**src/rtl/arbiter_rr_buffered.sv**
```systemverilog
// rtl/arbiter_rr_buffered.sv - round-robin N:1 arbiter feeding a one-entry registered output stage
// The grant is combinational from the pointer; the output word, id and pointer are registered.
module arbiter_rr_buffered #(
  parameter int DWIDTH = 8,
  parameter int N      = 2,
  localparam int IDW   = $clog2(N)
) (
  input  logic              clk,
  input  logic              rst,
  input  logic              in_valid [N-1:0],
  input  logic [DWIDTH-1:0] in_data  [N-1:0],
  output logic              in_ready [N-1:0],
  output logic              out_valid,
  output logic [DWIDTH-1:0] out_data,
  output logic [IDW-1:0]    out_id,
  input  logic              out_ready
);

  logic              full;
  logic [DWIDTH-1:0] data;
  logic [IDW-1:0]    id;
  logic [IDW-1:0]    ptr;

  logic              grant_valid;
  logic [IDW-1:0]    grant_idx;
  logic              can_load;
  logic              xfer;

  // Search ptr, ptr+1, ... with wrap; the first valid requester wins.
  always_comb begin
    grant_valid = 1'b0;
    grant_idx   = '0;
    for (int k = 0; k < N; k++) begin
      int j;
      j = int'(ptr) + k;
      if (j >= N) j = j - N;
      if (!grant_valid && in_valid[j]) begin
        grant_valid = 1'b1;
        grant_idx   = IDW'(j);
      end
    end
  end

  assign can_load = ~full | out_ready;
  assign xfer     = grant_valid & can_load & ~rst;

  always_comb begin
    for (int i = 0; i < N; i++) begin
      in_ready[i] = xfer && (grant_idx == IDW'(i));
    end
  end

  always_ff @(posedge clk or posedge rst) begin
    if (rst) begin
      full <= 1'b0;
      data <= '0;
      id   <= '0;
      ptr  <= '0;
    end else if (xfer) begin
      full <= 1'b1;
      data <= in_data[grant_idx];
      id   <= grant_idx;
      ptr  <= (grant_idx == IDW'(N - 1)) ? '0 : grant_idx + 1'b1;
    end else if (out_ready) begin
      full <= 1'b0;
    end
  end

  assign out_valid = full;
  assign out_data  = data;
  assign out_id    = id;

endmodule

```
**config.mk**
```make
export PLATFORM = sky130hd
export DESIGN_NAME = arbiter_rr_buffered
export DESIGN_NICKNAME = d
export VERILOG_FILES = /design/src/rtl/arbiter_rr_buffered.sv
export SDC_FILE = /design/constraint.sdc
export NUM_CORES = 1
export LEC_CHECK = 0
export BUFFER_PORTS_ARGS = -buffer_cell sky130_fd_sc_hd__buf_2
export CAP_MARGIN = 20
export CORE_MARGIN = 3
export CORE_UTILIZATION = 26
export DETAILED_ROUTE_END_ITERATION = 8
export PLACE_DENSITY_LB_ADDON = 0.12
export SLEW_MARGIN = 20
export SYNTH_ARGS = -nofsm -noshare
export SYNTH_HDL_FRONTEND = slang
export SYNTH_SLANG_ARGS = --single-unit
```
**constraint.sdc**
```tcl
create_clock -name clk -period 1.68 [get_ports clk]
set_input_delay 0.336 -clock clk [delete_from_list [all_inputs] [get_ports clk]]
set_output_delay 0.336 -clock clk [all_outputs]
set_load 0.01 [all_outputs]
```
==> impl_metrics.tcl, run 1 <==
set metrics [dict create \
    status "complete, no violations" \
    hold_path.class "in2async" \
    skew_ps 0.965 \
    cp_slowest_cell "dfrtp_1" \
    avgSynthCellArea_um2 13.6 \
    routabilityCongestion 0.658 \
    powerDensity_mw_per_mm2 980 \
    synth_top_family_by_area "compound AO/OA/AOI/OAI gates" \
    max_freq_mhz 630 \
    cts_tree "yes" \
    postRouteAntennaNets 0 \
    seq_area_frac_synth_pct 50.5 \
    dp_hpwl_um 1090 \
    ir_worst_vdd_uv 426 \
    rows 15 \
    ctsRootBufferMaster "clkbuf_4" \
    finalSetupViolCount 0 \
    grt_overflow_total 0 \
    critPathLaunchType "flop" \
    worstPathCellList "nor2b_4, a2111oi_4, buf_2" \
    r2r_cells 5 \
    synthCells 40 \
    crit_type "reg2out" \
    grt_antenna_before_repair 0 \
    synth_fp_nets 61 \
    slowest_delay_ps 370 \
    ys.flop_type "dfrtp_1" \
    die-area_mm2 0.00268 \
    start_util_pct 29.4 \
    startpoint "out_valid$_DFFE_PP0P_" \
    synth_xor_area_share_pct 0 \
    synthMuxAreaShare_pct 0 \
    io-pin-count 33 \
    grt_pass1_wl_um 2320 \
    core-area_mm2 0.00186 \
    required_ps 1340 \
    yosysMostFrequentCell "dfrtp_1" \
    yosysTopAreaCell "dfrtp_1" \
    first_global_vias 512 \
    worstPathArrival_ps 1250 \
    diodes 0 \
    grtUsageTotal_pct 11.8 \
    ys_types 14 \
    synthArstFlopShare_pct 100 \
    insertion_delay_ps 260 \
    crit_buf_inv 1 \
    synth_enable_flop_cells 0 \
    synth_adder_area_share_pct 0 \
    synth-simple-area-share_pct 11.0 \
    cp_top_family "flip-flops" \
    drc 0 \
    layout-drive-gt1-share_pct 54.5 \
    rsz0062_at_grt "no" \
    slew_violations 0 \
    endpoint_kind "output port" \
    htree_levels 1 \
    yosys-top-cells-area "dfrtp_1 (50%), a221o_1 (15%), o31a_1 (13%)" \
    synth.cells.most_frequent "dfrtp_1 (11), a221o_1 (8), o31a_1 (8)" \
    hold_ws_ps 200 \
    cellLeakagePower_uw 0.000395 \
    port_buffers 32 \
    viasPerCell 4.83 \
    yosys_register_bits 11 \
    rrSetupSlack_ps 150 \
    syn_area_um2 546 \
    die_h_um 51.8 \
    crit_fanout 12 \
    drt_first_pass_iters 4 \
    avgRoutedWirePerCell_um 13.9 \
    tns_ps 0 \
    path_depth 3 \
    yosysWarnings 0 \
    synthToLayoutAreaGrowth_pct 42.2 \
    cts_buffers 3 \
    cap_violations 0 \
    max_slew_margin_pct 61.7 \
    synth_compound_area_share_pct 35.3 \
    finalCriticalPeriod_ps 1590 \
    period_share_pct 94.4 \
    cts_resized 0 \
    grt_max_degree 13 \
    num_vias 493 \
    endpoint "in_ready[0]" \
    die_w_um 51.8 \
    drt_wl_total_um 1410 \
    clkSlewWorstSetupHoldPaths_ps 70 \
    synth_top_area_share_pct 50.5 \
    dr.first_iter.drc_count 5 \
    cts_max_path_buffers 2 \
    nNetsFinal 99 \
    tightestPinTransition_ps 573 \
    final_hold_viol_count 0 \
    r2r_end "out_data[2]$_DFFE_PP0P_" \
    cts.sinks 11 \
    worstReg2RegStart "out_valid$_DFFE_PP0P_" \
]
cells by family (layout without fill, tap and decap cells):
| kind of cell | count (synthesis) | count (layout) |
|---|---|---|
| AO/OA/AOI/OAI | 19 | 19 |
| buffers and inverters | 4 | 41 |
| flip-flops | 11 | 11 |
| AND/OR/NAND/NOR | 6 | 6 |
routing by layer:
layer	GRT usage [%]	vias up	wire, µm	share of wire (%)
li1	-	239	-	-
met1	14.3	228	630	45
met2	17.8	24	616	44
met3	5.44	2	155	11
met4	5.24	0	11	0.78
met5	0	-	0	0
worst min-delay path by stage:
stage / start / to / slack (ps) / cells after the start
after global placement: out_id$_DFFE_PP0P_ / out_id$_DFFE_PP0P_ / 480 / 1
after CTS: rst / out_data[6]$_DFFE_PP0P_ / 210 / 2
after global routing: rst / out_data[6]$_DFFE_PP0P_ / 240 / 2
after floorplan: rst / out_data[0]$_DFFE_PP0P_ / 350 / 2
after detailed placement: out_id$_DFFE_PP0P_ / out_id$_DFFE_PP0P_ / 460 / 1
final: rst / out_data[6]$_DFFE_PP0P_ / 200 / 2
cell usage in the layout, fill, tap and decap left out, types with 2 or more instances in the layout:
| cell | count |
|---|---|
| a21o_1 | 2 |
| a221o_1 | 8 |
| buf_2 | 32 |
| buf_4 | 3 |
| clkbuf_4 | 3 |
| dfrtp_1 | 11 |
| o31a_1 | 8 |
where the power goes:
part | switching [µW] | internal, µW
clock network | 85.0 | 91.8
registers | 28.9 | 316
logic | 112 | 126
per-stage QoR:
| step | worst slack (ps) | power [µW] | cells | area (µm²) | util, % |
|---|---|---|---|---|---|
| floorplan | 303 | 487 | 40 | 546 | - |
| global placement | 176 | 592 | 97 | 742 | 39.9 |
| detailed placement | 155 | 591 | 97 | 742 | 39.9 |
| CTS | 71.2 | 776 | 102 | 776 | 41.8 |
| global route | 18.1 | 813 | 102 | 776 | 41.8 |
| finish | 93.3 | 760 | 102 | 776 | 41.8 |
area by class of cell:
class,count,area [µm²]
Tap cell,25,31.3
Inverter,2,7.51
Sequential cell,11,275
Fill cell,181,1080
Timing Repair Buffer,35,183
Clock buffer,4,26.3
Multi-Input combinational cell,25,253
timing repair:
item | CTS | global route
endpoints found under the setup margin | 1 | 0
hold buffers | 0 | 0
buffers inserted | 1 | 0
hold endpoints to repair | 0 | 0
registers in the layout, indices dropped and copies added (netlist names):
register / cells
out_id: 1
out_data: 8
ptr: 1
out_valid: 1
Note: power is estimated with default switching activity, not from simulation.
==> run 2: changes to the inputs <==
==> constraint.sdc (replaced) <==
create_clock -name clk -period 1.68 [get_ports clk]
set_input_delay 0.084 -clock clk [delete_from_list [all_inputs] [get_ports clk]]
set_output_delay 0.084 -clock clk [all_outputs]
set_load 0.01 [all_outputs]
==> impl_metrics.tcl, run 2 (synthesis gave the netlist of run 1 again) <==
set metrics [dict create \
    status "complete, no violations" \
    max_freq_mhz 628 \
    viasPerCell 4.96 \
    hold_path_depth 2 \
    diodes 0 \
    grt_antenna_before_repair 0 \
    p_sw_uw 237 \
    grtUsageMet3_pct 3.44 \
    routabilityCongestion 0.668 \
    final_hold_viol_count 0 \
    avgRoutedWirePerCell_um 14.2 \
    nNetsFinal 99 \
    finalSetupViolCount 0 \
    die-area_mm2 0.00268 \
    cts_max_path_buffers 2 \
    core-area_mm2 0.00186 \
    rsz0062_at_grt "no" \
    drc 0 \
    cts_buffers 3 \
    critPathMostFrequentCell "buf_2" \
    mostFrequentLayoutCells "buf_2 (32), dfrtp_1 (11), o31a_1 (8), a221o_1 (8), clkbuf_4 (3)" \
    crit_fanout 12 \
    largest_reg_flops 8 \
    crit_type "in2out" \
    dp_slack_ps 275 \
    clkPwrFrac_pct 23.8 \
    r2r_end "out_data[3]$_DFFE_PP0P_" \
    grt_overflow_total 0 \
    startpoint "rst" \
    hold_start "in_data[7]" \
    finalCriticalPeriod_ps 1590 \
    cts.sinks 11 \
    ctsRootBufferMaster "clkbuf_4" \
    crit_buf_inv 4 \
    final_common_cell "buf_2" \
    port_buffers 32 \
    clkSlewWorstSetupHoldPaths_ps 80 \
    cp_top_family "buffers and inverters" \
    rrSetupSlack_ps 260 \
    num_vias 506 \
    required_ps 1600 \
    busiest_layer "met2" \
    worstPathCellList "dlygate4sd3_1, buf_2, a2111oi_4, buf_4, buf_2" \
    p_int_uw 534 \
    postRouteAntennaNets 0 \
    die_h_um 51.8 \
    setup_slack_ps 86.6 \
    path_depth 5 \
    sw_frac_of_total_pct 30.8 \
    die_w_um 51.8 \
    tightestPinTransition_ps 574 \
    layout-drive-gt1-share_pct 53.2 \
    power_uw 771 \
    ir_worst_vdd_uv 425 \
    slowest_delay_ps 540 \
    period_share_pct 94.8 \
    drt_wl_total_um 1450 \
    critPathLaunchType "input port" \
    slew_violations 0 \
    grt_max_degree 13 \
    max_slew_margin_pct 61.6 \
    grt_pass1_wl_um 2230 \
    powerDensity_mw_per_mm2 991 \
    r2r_cells 4 \
    insertion_delay_ps 270 \
    synthToLayoutAreaGrowth_pct 42.7 \
    cap_violations 0 \
    hold_path.class "in2reg" \
    dr.first_iter.drc_count 9 \
    met2_usage_pct 16.9 \
    htree_levels 1 \
    p_comb_share_pct 31.5 \
    worstHoldEndpoint "out_data[7]$_DFFE_PP0P_" \
    cellLeakagePower_uw 0.000394 \
    drt_first_pass_iters 3 \
    use_met1_pct 16.0 \
    grtUsageTotal_pct 11.5 \
    cts_tree "yes" \
    first_global_vias 475 \
    skew_ps 4.03 \
    pwr-share-seq_pct 44.7 \
    endpoint_kind "output port" \
    io-pin-count 33 \
    worstReg2RegStart "out_valid$_DFFE_PP0P_" \
    tns_ps 0 \
    dp_hpwl_um 1090 \
    worstPathArrival_ps 1510 \
    cp_slowest_cell "dlygate4sd3_1" \
    start_util_pct 29.4 \
    rows 15 \
]
[run 2: timing repair]
| item | CTS | global route |
|---|---|---|
| hold buffers | 1 | 0 |
| resized for setup | 0 | 0 |
| setup endpoints to repair | 1 | 0 |
| setup buffers | 1 | 0 |
| hold endpoints to repair | 11 | 0 |
[run 2: how the worst max path moves through the flow]
| stage | to |
|---|---|
| 2_1_floorplan | out_id$_DFFE_PP0P_ |
| 3_3_place_gp | in_ready[1] |
| 3_5_place_dp | in_ready[1] |
| 4_1_cts | in_ready[0] |
| 5_1_grt | in_ready[0] |
| 6_report | in_ready[0] |
[run 2: worst register-to-register path: stages, from the launching register on]
cell     delay (ps)
dfrtp_1         340
nor2b_4         340
nor4b_4          90
buf_4           180
a221o_1         350
[run 2: per-layer routing]
metal / vias to the layer above / share of wire, % / routed length [µm]
met5: - / 0 / 0
met2: 22 / 44 / 639
met4: 0 / 0 / 0
met3: 0 / 7.6 / 110
met1: 242 / 48 / 698
li1: 242 / - / -
[run 2: layout make-up]
type                            count  area, µm²
Clock buffer                        4       26.3
Fill cell                         189       1080
Inverter                            2       7.51
Multi-Input combinational cell     25        253
Sequential cell                    11        275
Tap cell                           25       31.3
Timing Repair Buffer               35        185
[run 2: per-stage QoR]
| stage | area [µm²] | hold WS [ps] | util [%] | std cells |
|---|---|---|---|---|
| floorplan | 546 | 102 | - | 40 |
| global placement | 734 | 232 | 39.5 | 96 |
| detailed placement | 734 | 241 | 39.5 | 96 |
| CTS | 778 | 31.9 | 41.9 | 102 |
| global route | 778 | 27.7 | 41.9 | 102 |
| finish | 778 | 39.3 | 41.9 | 102 |
[run 2: power groups by stage]
stage          registers [µW]  logic, µW  clock network, µW
6_report                  345        242                184
5_1_grt                   354        263                207
4_1_cts                   346        245                190
3_5_place_dp              352        239                  0
3_3_place_gp              353        238                  0
2_1_floorplan             372        114                  0
==> run 3: changes to the inputs <==
==> constraint.sdc (replaced) <==
create_clock -name clk -period 1.68 [get_ports clk]
set_input_delay 0.084 -clock clk [delete_from_list [all_inputs] [get_ports clk]]
set_output_delay 0.084 -clock clk [all_outputs]
set_load 0.005 [all_outputs]
==> impl_metrics.tcl, run 3 (synthesis gave the netlist of run 1 again) <==
set metrics [dict create \
    crit_type "reg2reg" \
    port_buffers 32 \
    drc 0 \
    dp_cells 96 \
    finalSetupViolCount 0 \
    critPathLaunchType "flop" \
    grtUsageTotal_pct 11.0 \
    slew_violations 0 \
    grt_pass1_wl_um 2130 \
    grt_overflow_total 0 \
    drt_first_pass_iters 4 \
    avgRoutedWirePerCell_um 13.7 \
    tns_ps 0 \
    cts.sinks 11 \
    hold_path.class "in2reg" \
    required_ps 1830 \
    finalCriticalPeriod_ps 1500 \
    stdcell_count 105 \
    hold_ws_ps 46.4 \
    diodes 0 \
    status "complete, no violations" \
    dp_hpwl_um 1080 \
    clkSlewWorstSetupHoldPaths_ps 70 \
    final_hold_viol_count 0 \
    mostFrequentLayoutCells "buf_2 (32), dfrtp_1 (11), o31a_1 (8), a221o_1 (8), buf_4 (5)" \
    die-area_mm2 0.00268 \
    endpoint_kind "flop" \
    num_vias 494 \
    core-area_mm2 0.00186 \
    insertion_delay_ps 260 \
    start_util_pct 29.4 \
    grt_max_degree 13 \
    cap_violations 0 \
    place_area_um2 734 \
    cts_buffers 3 \
    fillers 193 \
    drt_wl_total_um 1440 \
    nNetsFinal 102 \
    cts_max_path_buffers 2 \
    dr.first_iter.drc_count 8 \
    postRouteAntennaNets 0 \
    tightestPinTransition_ps 523 \
    die_w_um 51.8 \
    max_freq_mhz 664 \
    final_common_cell "buf_2" \
    layout-drive-gt1-share_pct 55.0 \
    cts_tree "yes" \
    first_global_vias 475 \
    die_h_um 51.8 \
    cellLeakagePower_uw 0.000410 \
    post-route-util_pct 43.1 \
    ctsRootBufferMaster "clkbuf_4" \
    period_share_pct 89.6 \
    fin_area_um2 801 \
    rows 15 \
    worstPathArrival_ps 1650 \
    largest_reg_flops 8 \
    skew_ps 0.650 \
    synthToLayoutAreaGrowth_pct 46.8 \
    routabilityCongestion 0.646 \
    htree_levels 1 \
    grt_antenna_before_repair 0 \
    ir_worst_vdd_uv 401 \
    io-pin-count 33 \
    viasPerCell 4.70 \
    max_slew_margin_pct 65.0 \
    rsz0062_at_grt "no" \
    crit_fanout 12 \
    powerDensity_mw_per_mm2 935 \
]
## run 3: path summary, 6_finish.rpt
path,start,end,slack [ps],cells after the start
max,out_valid$_DFFE_PP0P_,out_data[3]$_DFFE_PP0P_,180,5
min in group asynchronous,rst,out_valid$_DFFE_PP0P_,490,3
min reg2reg,out_id$_DFFE_PP0P_,out_id$_DFFE_PP0P_,480,1
max in group asynchronous,rst,out_data[0]$_DFFE_PP0P_,910,3
max reg2reg,out_valid$_DFFE_PP0P_,out_data[3]$_DFFE_PP0P_,180,5
min,in_data[13],out_data[5]$_DFFE_PP0P_,50,2
## run 3: worst max-delay path, cell delays in order (launching register included)
cell and delay (ps):
dfrtp_1 340, nor2b_4 340, nor4b_4 70, buf_4 160, buf_4 130, a221o_1 340
## run 3: stage by stage
step	power (µW)	setup slack (ps)
after floorplan	467	341
after global placement	569	311
after detailed placement	571	280
after CTS	755	10.8
after global routing	802	127
final	749	175
## run 3: cell type report
type	instances	area, µm²	area share, %
Timing Repair Buffer	38	208	25.9
Multi-Input combinational cell	25	253	31.6
Clock buffer	4	26.3	3.28
Sequential cell	11	275	34.4
Inverter	2	7.51	0.938
Tap cell	25	31.3	3.91
## run 3: repair_timing
| action | in CTS | in global routing |
|---|---|---|
| buffers inserted | 0 | 4 |
| gates resized for setup | 0 | 0 |
| setup endpoints to repair | 1 | 1 |
| pin swaps | 1 | 1 |
| endpoints found under the hold margin | 11 | 0 |
| hold buffers | 1 | 0 |
## run 3: per-layer routing
layer	vias to the layer above	share of wire, %	GRT usage [%]
met3	0	8.8	2.87
met1	228	46	15.2
met4	0	0	5.24
li1	244	-	-
met5	-	0	0
met2	22	45	15.9
## run 3: where the power goes
group          total [µW]  internal (µW)  switching, µW
Sequential            348            316           31.5
Clock                 177           91.7           84.9
Combinational         224            130           94.0
